## src/rtl/vga_capture_if.sv

```systemverilog
// VGA sink bundle: sync/colour from the driver side, decoded pixel stream and status back.
interface vga_capture_if;
  logic        HS;
  logic        VS;
  logic [3:0]  R;
  logic [3:0]  G;
  logic [3:0]  B;
  logic [8:0]  row;
  logic [9:0]  col;
  logic [11:0] pix;
  logic        pix_valid;
  logic        locked;
  logic [15:0] frame_cnt;
  logic        line_err;
  logic        frame_err;
  logic [15:0] checksum;

  modport master (
    output HS, VS, R, G, B,
    input  row, col, pix, pix_valid, locked, frame_cnt, line_err, frame_err, checksum
  );

  modport slave (
    input  HS, VS, R, G, B,
    output row, col, pix, pix_valid, locked, frame_cnt, line_err, frame_err, checksum
  );
endinterface

```

## src/rtl/vga_capture.sv

```systemverilog
// Passive VGA sink: locks onto HS/VS, rebuilds row/col/pix, counts frames, flags timing errors.
// Optional per-frame pixel checksum is built when VGA_CAPTURE_CSUM_EN is defined.
module vga_capture #(
  parameter int H_SYNC   = 96,
  parameter int H_BP     = 48,
  parameter int H_ACTIVE = 640,
  parameter int H_TOTAL  = 800,
  parameter int V_SYNC   = 2,
  parameter int V_BP     = 33,
  parameter int V_ACTIVE = 480,
  parameter int V_TOTAL  = 525
) (
  input  logic         clk,
  input  logic         rst,
  vga_capture_if.slave vga
);

  localparam logic [9:0] H_START_C = 10'(H_SYNC + H_BP);
  localparam logic [9:0] H_END_C   = 10'(H_SYNC + H_BP + H_ACTIVE);
  localparam logic [9:0] V_START_C = 10'(V_SYNC + V_BP);
  localparam logic [9:0] V_END_C   = 10'(V_SYNC + V_BP + V_ACTIVE);
  localparam logic [9:0] H_LAST_C  = 10'(H_TOTAL - 1);
  localparam logic [9:0] V_LAST_C  = 10'(V_TOTAL - 1);
  localparam logic [9:0] CNT_MAX   = 10'd1023;
  localparam logic [9:0] CNT_PRE   = 10'd1022;

  typedef enum logic [1:0] {SEARCH, ALIGN, LOCKED} state_t;

  logic        s1_hs, s1_vs, s2_hs, s2_vs;
  logic [11:0] s1_rgb, s2_rgb;
  logic        hs_fall, vs_fall;
  logic [9:0]  hcnt, vcnt;
  logic        vs_pend;
  logic        line_viol, frame_viol, active;
  state_t      state;
  logic        line_bad;
  logic        lerr_q, ferr_q, fdone_q;

  always_ff @(posedge clk or posedge rst) begin
    if (rst) begin
      s1_hs  <= 1'b0;
      s1_vs  <= 1'b0;
      s2_hs  <= 1'b0;
      s2_vs  <= 1'b0;
      s1_rgb <= '0;
      s2_rgb <= '0;
    end else begin
      s1_hs  <= vga.HS;
      s1_vs  <= vga.VS;
      s1_rgb <= {vga.R, vga.G, vga.B};
      s2_hs  <= s1_hs;
      s2_vs  <= s1_vs;
      s2_rgb <= s1_rgb;
    end
  end

  assign hs_fall = s2_hs & ~s1_hs;
  assign vs_fall = s2_vs & ~s1_vs;

  // hcnt/vcnt describe the sample currently held in s2.
  always_ff @(posedge clk or posedge rst) begin
    if (rst) begin
      hcnt    <= '0;
      vcnt    <= '0;
      vs_pend <= 1'b0;
    end else begin
      if (hs_fall)
        hcnt <= '0;
      else if (hcnt != CNT_MAX)
        hcnt <= hcnt + 10'd1;

      if (hs_fall) begin
        if (vs_pend || vs_fall)
          vcnt <= '0;
        else if (vcnt != CNT_MAX)
          vcnt <= vcnt + 10'd1;
        vs_pend <= 1'b0;
      end else if (vs_fall) begin
        vs_pend <= 1'b1;
      end
    end
  end

  assign line_viol  = (hs_fall && hcnt != H_LAST_C) || (!hs_fall && hcnt == CNT_PRE);
  assign frame_viol = vs_fall && vcnt != V_LAST_C;
  assign active     = (hcnt >= H_START_C) && (hcnt < H_END_C) &&
                      (vcnt >= V_START_C) && (vcnt < V_END_C);

  always_ff @(posedge clk or posedge rst) begin
    if (rst) begin
      state    <= SEARCH;
      line_bad <= 1'b0;
      lerr_q   <= 1'b0;
      ferr_q   <= 1'b0;
      fdone_q  <= 1'b0;
    end else begin
      lerr_q  <= 1'b0;
      ferr_q  <= 1'b0;
      fdone_q <= 1'b0;
      case (state)
        SEARCH: begin
          if (vs_fall) begin
            state    <= ALIGN;
            line_bad <= 1'b0;
          end
        end
        ALIGN: begin
          if (line_viol)
            lerr_q <= 1'b1;
          if (vs_fall) begin
            if (frame_viol || line_bad || line_viol)
              ferr_q <= 1'b1;
            else
              state <= LOCKED;
            line_bad <= 1'b0;
          end else if (line_viol) begin
            line_bad <= 1'b1;
          end
        end
        LOCKED: begin
          if (line_viol)
            lerr_q <= 1'b1;
          if (frame_viol)
            ferr_q <= 1'b1;
          if (line_viol || frame_viol) begin
            state    <= ALIGN;
            // Dropping out mid-frame leaves a partial frame that must not count as an attempt.
            line_bad <= line_viol && !vs_fall;
          end else if (vs_fall) begin
            fdone_q <= 1'b1;
          end
        end
        default: begin
          state    <= SEARCH;
          line_bad <= 1'b0;
        end
      endcase
    end
  end

  always_ff @(posedge clk or posedge rst) begin
    if (rst) begin
      vga.row       <= '0;
      vga.col       <= '0;
      vga.pix       <= '0;
      vga.pix_valid <= 1'b0;
      vga.locked    <= 1'b0;
      vga.frame_cnt <= '0;
      vga.line_err  <= 1'b0;
      vga.frame_err <= 1'b0;
    end else begin
      vga.line_err  <= lerr_q;
      vga.frame_err <= ferr_q;
      vga.locked    <= (state == LOCKED);
      if (fdone_q)
        vga.frame_cnt <= vga.frame_cnt + 16'd1;
      vga.pix_valid <= active && (state == LOCKED);
      if (active && (state == LOCKED)) begin
        vga.row <= 9'(vcnt - V_START_C);
        vga.col <= hcnt - H_START_C;
        vga.pix <= s2_rgb;
      end
    end
  end

`ifdef VGA_CAPTURE_CSUM_EN
  logic        vsf_q;
  logic [15:0] acc;
  logic [15:0] addend;

  assign addend = vga.pix_valid ? {4'b0000, vga.pix} : 16'd0;

  always_ff @(posedge clk or posedge rst) begin
    if (rst) begin
      vsf_q        <= 1'b0;
      acc          <= '0;
      vga.checksum <= '0;
    end else begin
      vsf_q <= vs_fall;
      if (vsf_q) begin
        vga.checksum <= acc + addend;
        acc          <= '0;
      end else begin
        acc <= acc + addend;
      end
    end
  end
`else
  assign vga.checksum = 16'd0;
`endif

endmodule

```

## src/flat_wrapper.sv

```systemverilog
// flat-port wrapper written by rule: the top's interface ports become plain ports
module vga_capture_flat 
#(
  parameter int H_SYNC   = 96,
  parameter int H_BP     = 48,
  parameter int H_ACTIVE = 640,
  parameter int H_TOTAL  = 800,
  parameter int V_SYNC   = 2,
  parameter int V_BP     = 33,
  parameter int V_ACTIVE = 480,
  parameter int V_TOTAL  = 525
)
  (clk, rst, vga_HS, vga_VS, vga_R, vga_G, vga_B, vga_row, vga_col, vga_pix, vga_pix_valid, vga_locked, vga_frame_cnt, vga_line_err, vga_frame_err, vga_checksum);
  vga_capture_if vga_i ();
  input  logic clk;
  input  logic rst;
  input wire logic [$bits(vga_i.HS)-1:0] vga_HS;
  input wire logic [$bits(vga_i.VS)-1:0] vga_VS;
  input wire logic [$bits(vga_i.R)-1:0] vga_R;
  input wire logic [$bits(vga_i.G)-1:0] vga_G;
  input wire logic [$bits(vga_i.B)-1:0] vga_B;
  output wire logic [$bits(vga_i.row)-1:0] vga_row;
  output wire logic [$bits(vga_i.col)-1:0] vga_col;
  output wire logic [$bits(vga_i.pix)-1:0] vga_pix;
  output wire logic [$bits(vga_i.pix_valid)-1:0] vga_pix_valid;
  output wire logic [$bits(vga_i.locked)-1:0] vga_locked;
  output wire logic [$bits(vga_i.frame_cnt)-1:0] vga_frame_cnt;
  output wire logic [$bits(vga_i.line_err)-1:0] vga_line_err;
  output wire logic [$bits(vga_i.frame_err)-1:0] vga_frame_err;
  output wire logic [$bits(vga_i.checksum)-1:0] vga_checksum;
  assign vga_i.HS = vga_HS;
  assign vga_i.VS = vga_VS;
  assign vga_i.R = vga_R;
  assign vga_i.G = vga_G;
  assign vga_i.B = vga_B;
  assign vga_row = vga_i.row;
  assign vga_col = vga_i.col;
  assign vga_pix = vga_i.pix;
  assign vga_pix_valid = vga_i.pix_valid;
  assign vga_locked = vga_i.locked;
  assign vga_frame_cnt = vga_i.frame_cnt;
  assign vga_line_err = vga_i.line_err;
  assign vga_frame_err = vga_i.frame_err;
  assign vga_checksum = vga_i.checksum;
  vga_capture #(.H_SYNC(H_SYNC), .H_BP(H_BP), .H_ACTIVE(H_ACTIVE), .H_TOTAL(H_TOTAL), .V_SYNC(V_SYNC), .V_BP(V_BP), .V_ACTIVE(V_ACTIVE), .V_TOTAL(V_TOTAL)) u_core (.clk(clk), .rst(rst), .vga(vga_i));
endmodule
```

## config.mk

```make
export PLATFORM = sky130hd
export DESIGN_NAME = vga_capture_flat
export DESIGN_NICKNAME = d
export VERILOG_FILES = /design/src/rtl/vga_capture_if.sv /design/src/rtl/vga_capture.sv /design/src/flat_wrapper.sv
export SDC_FILE = /design/constraint.sdc
export NUM_CORES = 1
export LEC_CHECK = 0
export ABC_AREA = 1
export ABC_CLOCK_PERIOD_IN_PS = 3800
export CORE_AREA = 2 2 98 100
export CTS_CLUSTER_DIAMETER = 40
export DETAILED_ROUTE_END_ITERATION = 8
export DIE_AREA = 0 0 100 102
export PLACE_DENSITY = 0.83
export SLEW_MARGIN = 20
export SYNTH_ARGS = -nofsm -noshare
export SYNTH_HDL_FRONTEND = slang
export SYNTH_SLANG_ARGS = --single-unit
```

## constraint.sdc

```tcl
create_clock -name clk -period 3.8 [get_ports clk]
set_input_delay 0.76 -clock clk [delete_from_list [all_inputs] [get_ports clk]]
set_output_delay 0.76 -clock clk [all_outputs]
set_load 0.1 [all_outputs]
```

* Word-level counts from Yosys, hierarchy flattened
Cells that the tools add are included.
Cells by class: add/subtract/negate cells 5, equal/unequal tests 12, reductions and logical operators 23, bitwise logic cells 4, order comparisons 4, multiplexer cells 25
Operator list (count):
- $mux 10 | 4
- $ne 10x10->1 const B | 4
- $add 10x1->10 const B | 2
- $lt 10x10->1 const B | 2
- $add 16x1->16 const B | 1
- $mux 1 | 14
- $eq 10x10->1 const B | 1
- $ge 10x6->1 const B | 1
- $ge 10x8->1 const B | 1
- $sub 10x8->10 const B | 1
- $sub 9x6->9 const B | 1
- $logic_and 1x1->1 | 8
- $mux 2 | 4
- $ne 2x1->1 const B | 3
- $pmux 2 s3 | 1
- $reduce_bool 2->1 | 3
- $logic_or 1x1->1 | 5
- $reduce_and 4->1 | 1
- $ne 3x1->1 const B | 1
- $pmux 1 s3 | 1
- $reduce_and 3->1 | 1
- $and 1x1->1 | 2
- $eq 2x1->1 const B | 1
- $eq 2x2->1 const B | 1
- 7 further kinds | 9
Word-level totals: input bits 16, bits in registers 106, output and inout bits 67

* Logic depth before layout (Yosys ltp)
Gate-level depths: netlist of run 1.
word-level depth 9, mapped depth 13, mapped depth without buffers 12

* Least setup slack after synthesis of run 1
OpenSTA, ideal clock, no wires.
path type reg2reg, start reg u_core.vga.frame_cnt[0], end reg u_core.vga.frame_cnt[14], data required time 3642 ps, setup slack 1557 ps, data arrival time 2084 ps, setup time 158 ps, stages on the path, launching flop included 8, buffers on the path 0, cell sequence dfrtp_1 -> ha_1 -> nand2_1 -> nor3_1 -> nand2_1 -> nor2_1 -> nand4_1 -> xnor2_1
On the way: word-level cells in the longest chain between the ends 1
Ends and longest elaborated chain:
- start, declared | RTL line vga_capture_if.sv:25 | output row, col, pix, pix_valid, locked, frame_cnt, line_err, frame_err, checksum
- start signal, assigned | RTL line vga_capture.sv:156 | vga.frame_cnt <= vga.frame_cnt + 16'd1;
- $add 16x1->16 | RTL line vga_capture.sv:156
Every way passes these cells. A chain may end at the register's enable or synchronous reset.

* Worst setup path in the final report of run 1
start reg u_core.vga.frame_cnt[9], end out vga_frame_cnt[9]
RTL lines:
- end, declared | RTL line flat_wrapper.sv:27 | output wire logic [$bits(vga_i.frame_cnt)-1:0] vga_frame_cnt;
No word-level cell between the ends.

==> results of run 1 <==
## logic make-up after synthesis
family	Yosys count	share of synthesized area, %
AO/OA/AOI/OAI	50	6.22
other	1	0.0800
adder cells (fa/ha/maj)	12	3.20
multiplexers	1	0.240
AND/OR/NAND/NOR	212	19.6
buffers and inverters	74	8.27
flip-flops	106	56.6
XOR/XNOR	31	5.79
## report_power, final
part / internal, mW / switching [mW]
clock network: 0.325 / 0.401
logic: 0.149 / 0.396
registers: 1.20 / 0.0637
## cell type report
type	instances	area share, %
multi-input cells	322	30.6
well taps	111	2.49
inverters	49	3.39
clock buffers	9	2.22
flip-flops and latches	106	47.5
repair buffers	67	12.2
clock inverters	7	1.61
## state kept, by name, indices dropped and copies added (netlist names), 2 cells and up
signal                count
u_core.s2_rgb            12
u_core.vga.col           10
u_core.vcnt              10
u_core.vga.pix           12
u_core.hcnt              10
u_core.s1_rgb            12
u_core.vga.row            9
u_core.vga.frame_cnt     16
u_core.state              2
## worst register-to-register path, cell delays in order (launching register included)
cell,delay (ps)
dfrtp_1,490
ha_1,290
inv_1,110
nand2_1,100
o21ai_2,200
nand4_1,170
nand3_4,430
inv_4,200
nand2_1,110
nand2_1,50
## stage by stage
step / util [%] / cells / power (mW) / area, sq um
floorplan: - / 502 / 1.71 / 4750
global placement: 58.9 / 655 / 1.81 / 5370
detailed placement: 58.9 / 655 / 1.83 / 5370
CTS: 61.3 / 671 / 2.57 / 5580
global route: 61.3 / 671 / 2.68 / 5580
finish: 61.3 / 671 / 2.54 / 5580
## layout by cell type (no fill, tap or decap), drive strengths merged
cell type and instances:
nand2 130, mux2 1, dfrtp 106, o211ai 1, bufinv 1, conb 16, nand3 21, inv 54
or2 1, clkdlybuf4s50 66, a22oi 1, a21oi 14, o31ai 5, nor3 11, a31oi 3, buf 1
xnor2 8, clkinv 1, and2 3, ha 12, clkbuf 9, xor2 23, nand4 11, nor2 35
o21a 2, o21ai 24
## layer usage
metal	GRT usage, %	routed length [um]	vias up
li1	-	-	1653
met2	29.2	4040	99
met4	7.90	141	0
met1	25.0	4090	1597
met3	3.69	421	11
met5	0	0	-
## path summary, 6_finish.rpt
check,start,endpoint,slack (ps),cells past startpoint
max in group asynchronous,rst,u_core.hcnt[7]$_DFFE_PP0P_,2290,3
worst min-delay path,u_core.ferr_q$_DFF_PP0_,u_core.vga.frame_err$_DFF_PP0_,360,0
worst max register to register,u_core.vcnt[0]$_DFFE_PP0P_,u_core.vga.pix[10]$_DFFE_PP0P_,1540,9
worst min register to register,u_core.ferr_q$_DFF_PP0_,u_core.vga.frame_err$_DFF_PP0_,360,0
worst max-delay path,u_core.vga.frame_cnt[9]$_DFFE_PP0P_,vga_frame_cnt[9],1050,1
min in group asynchronous,rst,u_core.vga.col[8]$_DFFE_PP0P_,800,2
==> flow_summary.toml, run 1 <==
[outcome]
outcome = "complete, no violations"

[detailed_routing]
vias = 3360
avgViaCountPerCell = 5.01
wirelength_um = 8690
route.antenna.remaining_nets = 0
drtPass1Iterations = 4
drcViolationCount = 0
wl_per_cell_um = 13.0
drtIter0Drc = 236

[floorplan]
ios = 83
die_h_um = 102
rows = 35
die_area_sq_um = 10200
fp.coreArea_sq_um = 9110
initial_core_util_pct = 51.5
die_w_um = 100

[setup_path]
path_class = "reg -> out"
cp_num_buf_inv = 1
path_cells = "clkdlybuf4s50_1"
cp.arrival_ps = 1990
crit_fanout = 6
worst_path_max_delay_cell = "clkdlybuf4s50_1"
slowest_delay_ps = 1170
cp_top_family = "buffers and inverters"
start_kind = "flop"
worst_setup_path_end_kind = "output pin"
required_ps = 3040

[clock_network]
root_buffer = "clkbuf_8"
cts_setup_buffers = 0
clkTransAtPathRegs_ps = 100
cts_buffers = 9
clk_path_buf_depth = 2
insertion_delay_ps = 360
hold_buffers = 0
cts_resized = 0
h-tree-depth = 3
cts_tree = "built"
clkSinkCount = 106

[sta]
fin_ws_ps = 1050
final.setup.tns_ps = 0
worstMarginPinSlew_ps = 1010
finalCritPeriodShare_pct = 72.3
hold_viol_final = 0
drv_slew = 0
finalCriticalPeriod_ps = 2750
grt_setup_unrepaired = "no"
holdWs_ps = 358
finClkSkew_ps = 14.1
fmax_mhz = 364
slew_headroom_pct = 32.6
setup_viol = 0

[final_layout]
fill_cells = 742
seqCellArea_sq_um = 2650
synthToLayoutAreaGrowth_pct = 19.0
drive_gt1_share_pct = 6.25
finalNetCount = 583
multiInputGateArea_sq_um = 1710
antennaDiodeCount = 0

[synth]
synth_edf_count = 0
synthDominantCellAreaShare_pct = 56.6
yosys_warnings = 0
yosysSeqAreaShare_pct = 56.6
synth_seq_cells = 106
ys_types = 34
syn_area_per_cell_sq_um = 9.63
syn_area_sq_um = 4690
synth_cells = 487
ys_top_cells_by_count = "nand2_1 (127), dfrtp_1 (106), inv_1 (47), nor2_1 (30), xor2_1 (23)"
synth_area_leader_cell = "dfrtp_1"
async_flop_share_pct = 100
synthFlopType = "dfrtp_1"
synth.top_cells.by_area = "dfrtp_1 (57%), nand2_1 (10%), xor2_1 (4.3%)"
yosysMostFrequentCell = "nand2_1"

[global_routing]
track_usage_pct = 18.4
grt_max_degree = 63
grt_pass1_vias = 3179
grt_pass1_wl_um = 14700
globalRoute.totalOverflow = 0
antenna_found_initial = 0

[power]
power_density_nw_per_um2 = 454
vdd_drop_max_mv = 0.268
leakagePower_nw = 2.67

[place]
place_ws_ps = 1450
routabilityCongestion = 0.946
hpwlAfterDp_um = 6220
io_buffers = 66

[job]
drv_cap = 0

[worst_hold_path]
hold_class = "reg -> reg"
No activity file was read; power rests on OpenSTA's default activity.
==> inputs of run 2 (changes only) <==
Settings changed: ABC_CLOCK_PERIOD_IN_PS 3800 to 2700.
Clock period 3.8 ns to 2.7 ns, I/O delays scaled along.
==> flow_summary.toml, run 2 (synthesis results as in run 1) <==
[outcome]
outcome = "complete, no violations"

[place]
routabilityCongestion = 0.959
hpwlAfterDp_um = 6440
io_buffers = 66

[clock_network]
cts_resized = 0
h-tree-depth = 3
cts_buffers = 9
clkTransAtPathRegs_ps = 110
clkSinkCount = 106
cts_tree = "built"
cts_setup_buffers = 0
hold_buffers = 0
insertion_delay_ps = 350
root_buffer = "clkbuf_8"
clk_path_buf_depth = 2

[global_routing]
grt_pass1_wl_um = 14500
grt_max_degree = 54
grt_pass1_vias = 3162
antenna_found_initial = 0
globalRoute.totalOverflow = 0
track_usage_pct = 17.7

[setup_path]
ff2ff_path_depth = 10
start_kind = "flop"
crit_fanout = 46
path_class = "reg -> reg"
r2r_end = "u_core.vga.col[2]$_DFFE_PP0P_"
r2r_setup_slack_ps = 450
rr_startpoint = "u_core.hcnt[4]$_DFFE_PP0P_"
required_ps = 2990
cp.arrival_ps = 2540
worst_setup_path_end_kind = "flop"

[final_layout]
mostFrequentLayoutCell = "nand2_1"
final_util_pct = 59.5
antennaDiodeCount = 0
top_register = "u_core.vga.frame_cnt"
finalNetCount = 584
synthToLayoutAreaGrowth_pct = 15.6
layout_common_cells = "nand2_1 (127), dfrtp_1 (106), buf_4 (52)"
fill_cells = 761
drive_gt1_share_pct = 15.4
largest_register_ffs = 16

[floorplan]
die_area_sq_um = 10200
initial_core_util_pct = 51.5
fp.coreArea_sq_um = 9110
rows = 35
die_w_um = 100
die_h_um = 102
ios = 83

[sta]
final.setup.tns_ps = 0
drv_slew = 0
hold_viol_final = 0
grt_setup_unrepaired = "no"
finalCritPeriodShare_pct = 83.4
setup_viol = 0
fmax_mhz = 444
finClkSkew_ps = 10.2
finalCriticalPeriod_ps = 2250

[worst_hold_path]
hold_depth = 0
whs_endpoint = "u_core.s2_rgb[1]$_DFF_PP0_"
min_from = "u_core.s1_rgb[1]$_DFF_PP0_"
hold_class = "reg -> reg"

[detailed_routing]
drtIter0Drc = 142
wl_per_cell_um = 13.1
drtPass1Iterations = 4
route.antenna.remaining_nets = 0
vias = 3346
avgViaCountPerCell = 4.99
drcViolationCount = 0
wirelength_um = 8790

[job]
drv_cap = 0

[power]
leakagePower_nw = 2.76
power_mw = 3.44
power_density_nw_per_um2 = 635
vdd_drop_max_mv = 0.364
-- run 2: cell count changes in the layout (fill, tap and decap cells not counted) --
cell             delta
clkinvlp_4          +1
inv_8               -2
clkdlybuf4s50_1    -51
clkinv_2            +1
bufinv_16           -1
clkinv_4            +2
inv_6               -1
buf_4              +52
inv_4               -1
-- run 2: area by class of cell --
| class | count | area, sq um | area share (%) |
|---|---|---|---|
| inverter | 49 | 190 | 3.51 |
| clock buffer | 9 | 124 | 2.28 |
| tap | 111 | 139 | 2.56 |
| sequential | 106 | 2650 | 48.9 |
| clock inverter | 6 | 51.3 | 0.946 |
| multi-input combinational | 322 | 1710 | 31.4 |
| timing repair buffer | 68 | 561 | 10.3 |
-- run 2: through the flow --
step,cells,worst slack [ps],instance area [sq um],hold WS [ps]
floorplan,502,457,4750,331
global placement,656,583,5250,332
detailed placement,656,480,5250,336
CTS,671,429,5420,360
global route,671,247,5420,369
finish,671,449,5420,357
-- run 2: power by group --
group | switching, mW | internal (mW)
Combinational | 0.567 | 0.206
Sequential | 0.0888 | 1.69
Clock | 0.545 | 0.344
-- run 2: routing by layer --
layer | wire length [um] | track usage [%] | vias up
met5 | 0 | 0 | -
met4 | 130 | 6.64 | 0
met3 | 405 | 3.42 | 10
met2 | 4130 | 28.4 | 89
met1 | 4120 | 24.4 | 1591
li1 | - | - | 1656
-- run 2: worst max-delay path by stage --
| stage | from | endpoint | cells after the start |
|---|---|---|---|
| 6_report | u_core.hcnt[4]$_DFFE_PP0P_ | u_core.vga.col[2]$_DFFE_PP0P_ | 10 |
| 5_1_grt | u_core.hcnt[4]$_DFFE_PP0P_ | u_core.vga.pix[7]$_DFFE_PP0P_ | 10 |
| 4_1_cts | u_core.hcnt[4]$_DFFE_PP0P_ | u_core.vga.col[2]$_DFFE_PP0P_ | 10 |
| 3_5_place_dp | u_core.hcnt[4]$_DFFE_PP0P_ | u_core.vga.row[3]$_DFFE_PP0P_ | 10 |
| 3_3_place_gp | u_core.hcnt[4]$_DFFE_PP0P_ | u_core.vga.row[3]$_DFFE_PP0P_ | 10 |
| 2_1_floorplan | u_core.vga.frame_cnt[0]$_DFFE_PP0P_ | u_core.vga.frame_cnt[14]$_DFFE_PP0P_ | 7 |
-- run 2: critical path, cell delays in order, from the launching register on --
cell	delay, ps
dfrtp_1	450
inv_1	130
ha_1	200
inv_1	60
nor2_1	130
o21a_1	140
and2_1	170
nand3_4	390
inv_4	340
nand2_1	100
nand2_1	70
==> inputs of run 3 (changes only) <==
Settings changed: ABC_CLOCK_PERIOD_IN_PS 2700 to 2300.
Clock period 2.7 ns to 2.3 ns, I/O delays scaled along.
==> flow_summary.toml, run 3 (synthesis results as in run 1) <==
[outcome]
outcome = "complete, no violations"

[sta]
drv_slew = 0
final.setup.tns_ps = 0
finalCriticalPeriod_ps = 2100
grt_setup_unrepaired = "no"
fin_ws_ps = 195
hold_viol_final = 0
finalCritPeriodShare_pct = 91.5
setup_viol = 0
slew_headroom_pct = 62.9
fmax_mhz = 475
worstMarginPinSlew_ps = 556
finClkSkew_ps = 12.9

[final_layout]
top_register = "u_core.vga.frame_cnt"
mostFrequentLayoutCell = "nand2_1"
fill_cells = 753
antennaDiodeCount = 0
synthToLayoutAreaGrowth_pct = 18.0
seqCellArea_sq_um = 2650
drive_gt1_share_pct = 16.3
design_area_sq_um = 5530
final_cells = 677
multiInputGateArea_sq_um = 1710
layout_common_cells = "nand2_1 (127), dfrtp_1 (106), buf_4 (56)"
largest_register_ffs = 16
finalNetCount = 589

[global_routing]
globalRoute.totalOverflow = 0
antenna_found_initial = 0
grt_pass1_wl_um = 15400
grt_pass1_vias = 3411
grt.met1_usage_pct = 24.5
grtUsageMet3_pct = 4.79
track_usage_pct = 19.3
grt_max_degree = 39
gr-max-usage-layer = "met2"
met2_usage_pct = 32.4

[power]
power.internal_mw = 2.91
p_comb_share_pct = 21.5
power_mw = 4.32
seqPwrFrac_pct = 48.4
leakagePower_nw = 2.81
switching_share_pct = 32.5
power_density_nw_per_um2 = 780
clkPwrFrac_pct = 30.2
switching_power_mw = 1.40
vdd_drop_max_mv = 0.306

[setup_path]
worst_path_max_delay_cell = "dfrtp_1"
path_common_cell = "inv_1"
rr_startpoint = "u_core.hcnt[4]$_DFFE_PP0P_"
required_ps = 2550
start_kind = "flop"
crit_fanout = 29
path_class = "reg -> reg"
r2r_setup_slack_ps = 200
cp.arrival_ps = 2360
worst_setup_path_end_kind = "flop"
path_cells = "inv_1, ha_1, inv_1, nor2_1, o21a_1, and2_1, nand3_4, buf_4, nand2_1, o21ai_0"
ff2ff_path_depth = 10
slowest_delay_ps = 440
r2r_end = "u_core.vga.row[6]$_DFFE_PP0P_"

[clock_network]
root_buffer = "clkbuf_8"
cts_resized = 0
insertion_delay_ps = 370
clk_path_buf_depth = 2
cts_setup_buffers = 0
h-tree-depth = 3
clkTransAtPathRegs_ps = 100
clkSinkCount = 106
cts_tree = "built"
cts_buffers = 9
hold_buffers = 0

[place]
hpwlAfterDp_um = 6840
routabilityCongestion = 0.956
place_area_sq_um = 5300
io_buffers = 66
dpl.cell_count = 661
place_ws_ps = 194

[detailed_routing]
route.antenna.remaining_nets = 0
drcViolationCount = 0
avgViaCountPerCell = 5.14
wl_per_cell_um = 13.7
wirelength_um = 9300
drtIter0Drc = 264
vias = 3480
drtPass1Iterations = 5

[floorplan]
ios = 83
initial_core_util_pct = 51.5
rows = 35
die_w_um = 100
fp.coreArea_sq_um = 9110
die_area_sq_um = 10200
die_h_um = 102

[worst_hold_path]
min_from = "u_core.s1_rgb[5]$_DFF_PP0_"
hold_depth = 0
hold_class = "reg -> reg"
whs_endpoint = "u_core.s2_rgb[5]$_DFF_PP0_"

[job]
drv_cap = 0
## run 3: power groups by stage
stage                     combinational (mW)  clock [mW]  sequential [mW]
after floorplan                        0.537           0             2.29
after global placement                 0.890           0             2.12
after detailed placement               0.921           0             2.13
after CTS                              0.926        1.32             2.09
after global routing                    1.02        1.40             2.11
final                                  0.926        1.30             2.09
## run 3: critical path, delay by kind of cell, from the launching register on
| kind | cells | cell delay (ps) |
|---|---|---|
| fa+ha+maj | 1 | 200 |
| flops | 1 | 440 |
| buf+inv | 3 | 480 |
| simple gates | 4 | 640 |
| compound gates | 2 | 230 |
## run 3: worst max-delay path by stage
stage / start / endpoint / depth (start not counted)
final: u_core.hcnt[4]$_DFFE_PP0P_ / u_core.vga.row[6]$_DFFE_PP0P_ / 10
after global routing: u_core.hcnt[4]$_DFFE_PP0P_ / u_core.vga.row[7]$_DFFE_PP0P_ / 10
after CTS: u_core.hcnt[4]$_DFFE_PP0P_ / u_core.vga.row[6]$_DFFE_PP0P_ / 10
after detailed placement: u_core.hcnt[4]$_DFFE_PP0P_ / u_core.vga.row[6]$_DFFE_PP0P_ / 10
after global placement: u_core.hcnt[4]$_DFFE_PP0P_ / u_core.vga.row[8]$_DFFE_PP0P_ / 10
after floorplan: u_core.vga.frame_cnt[0]$_DFFE_PP0P_ / u_core.vga.frame_cnt[14]$_DFFE_PP0P_ / 7
## run 3: final cells by class
cell class / count / share of cell area, %
clock buffer: 11 / 2.74
clock inverter: 5 / 1.49
inverter: 49 / 3.44
multi-input combinational: 322 / 30.8
sequential: 106 / 48.0
tap: 111 / 2.51
timing repair buffer: 73 / 11.0
## run 3: metrics by stage
step,hold WS [ps],util [%]
floorplan,331,-
global placement,333,58.2
detailed placement,336,58.2
CTS,359,60.7
global route,368,60.7
finish,357,60.7
## run 3: metal layers
| layer | up-vias | part of all wire (%) |
|---|---|---|
| met4 | 0 | 1.8 |
| met3 | 14 | 5.8 |
| li1 | 1668 | - |
| met2 | 119 | 49 |
| met5 | - | 0 |
| met1 | 1679 | 43 |
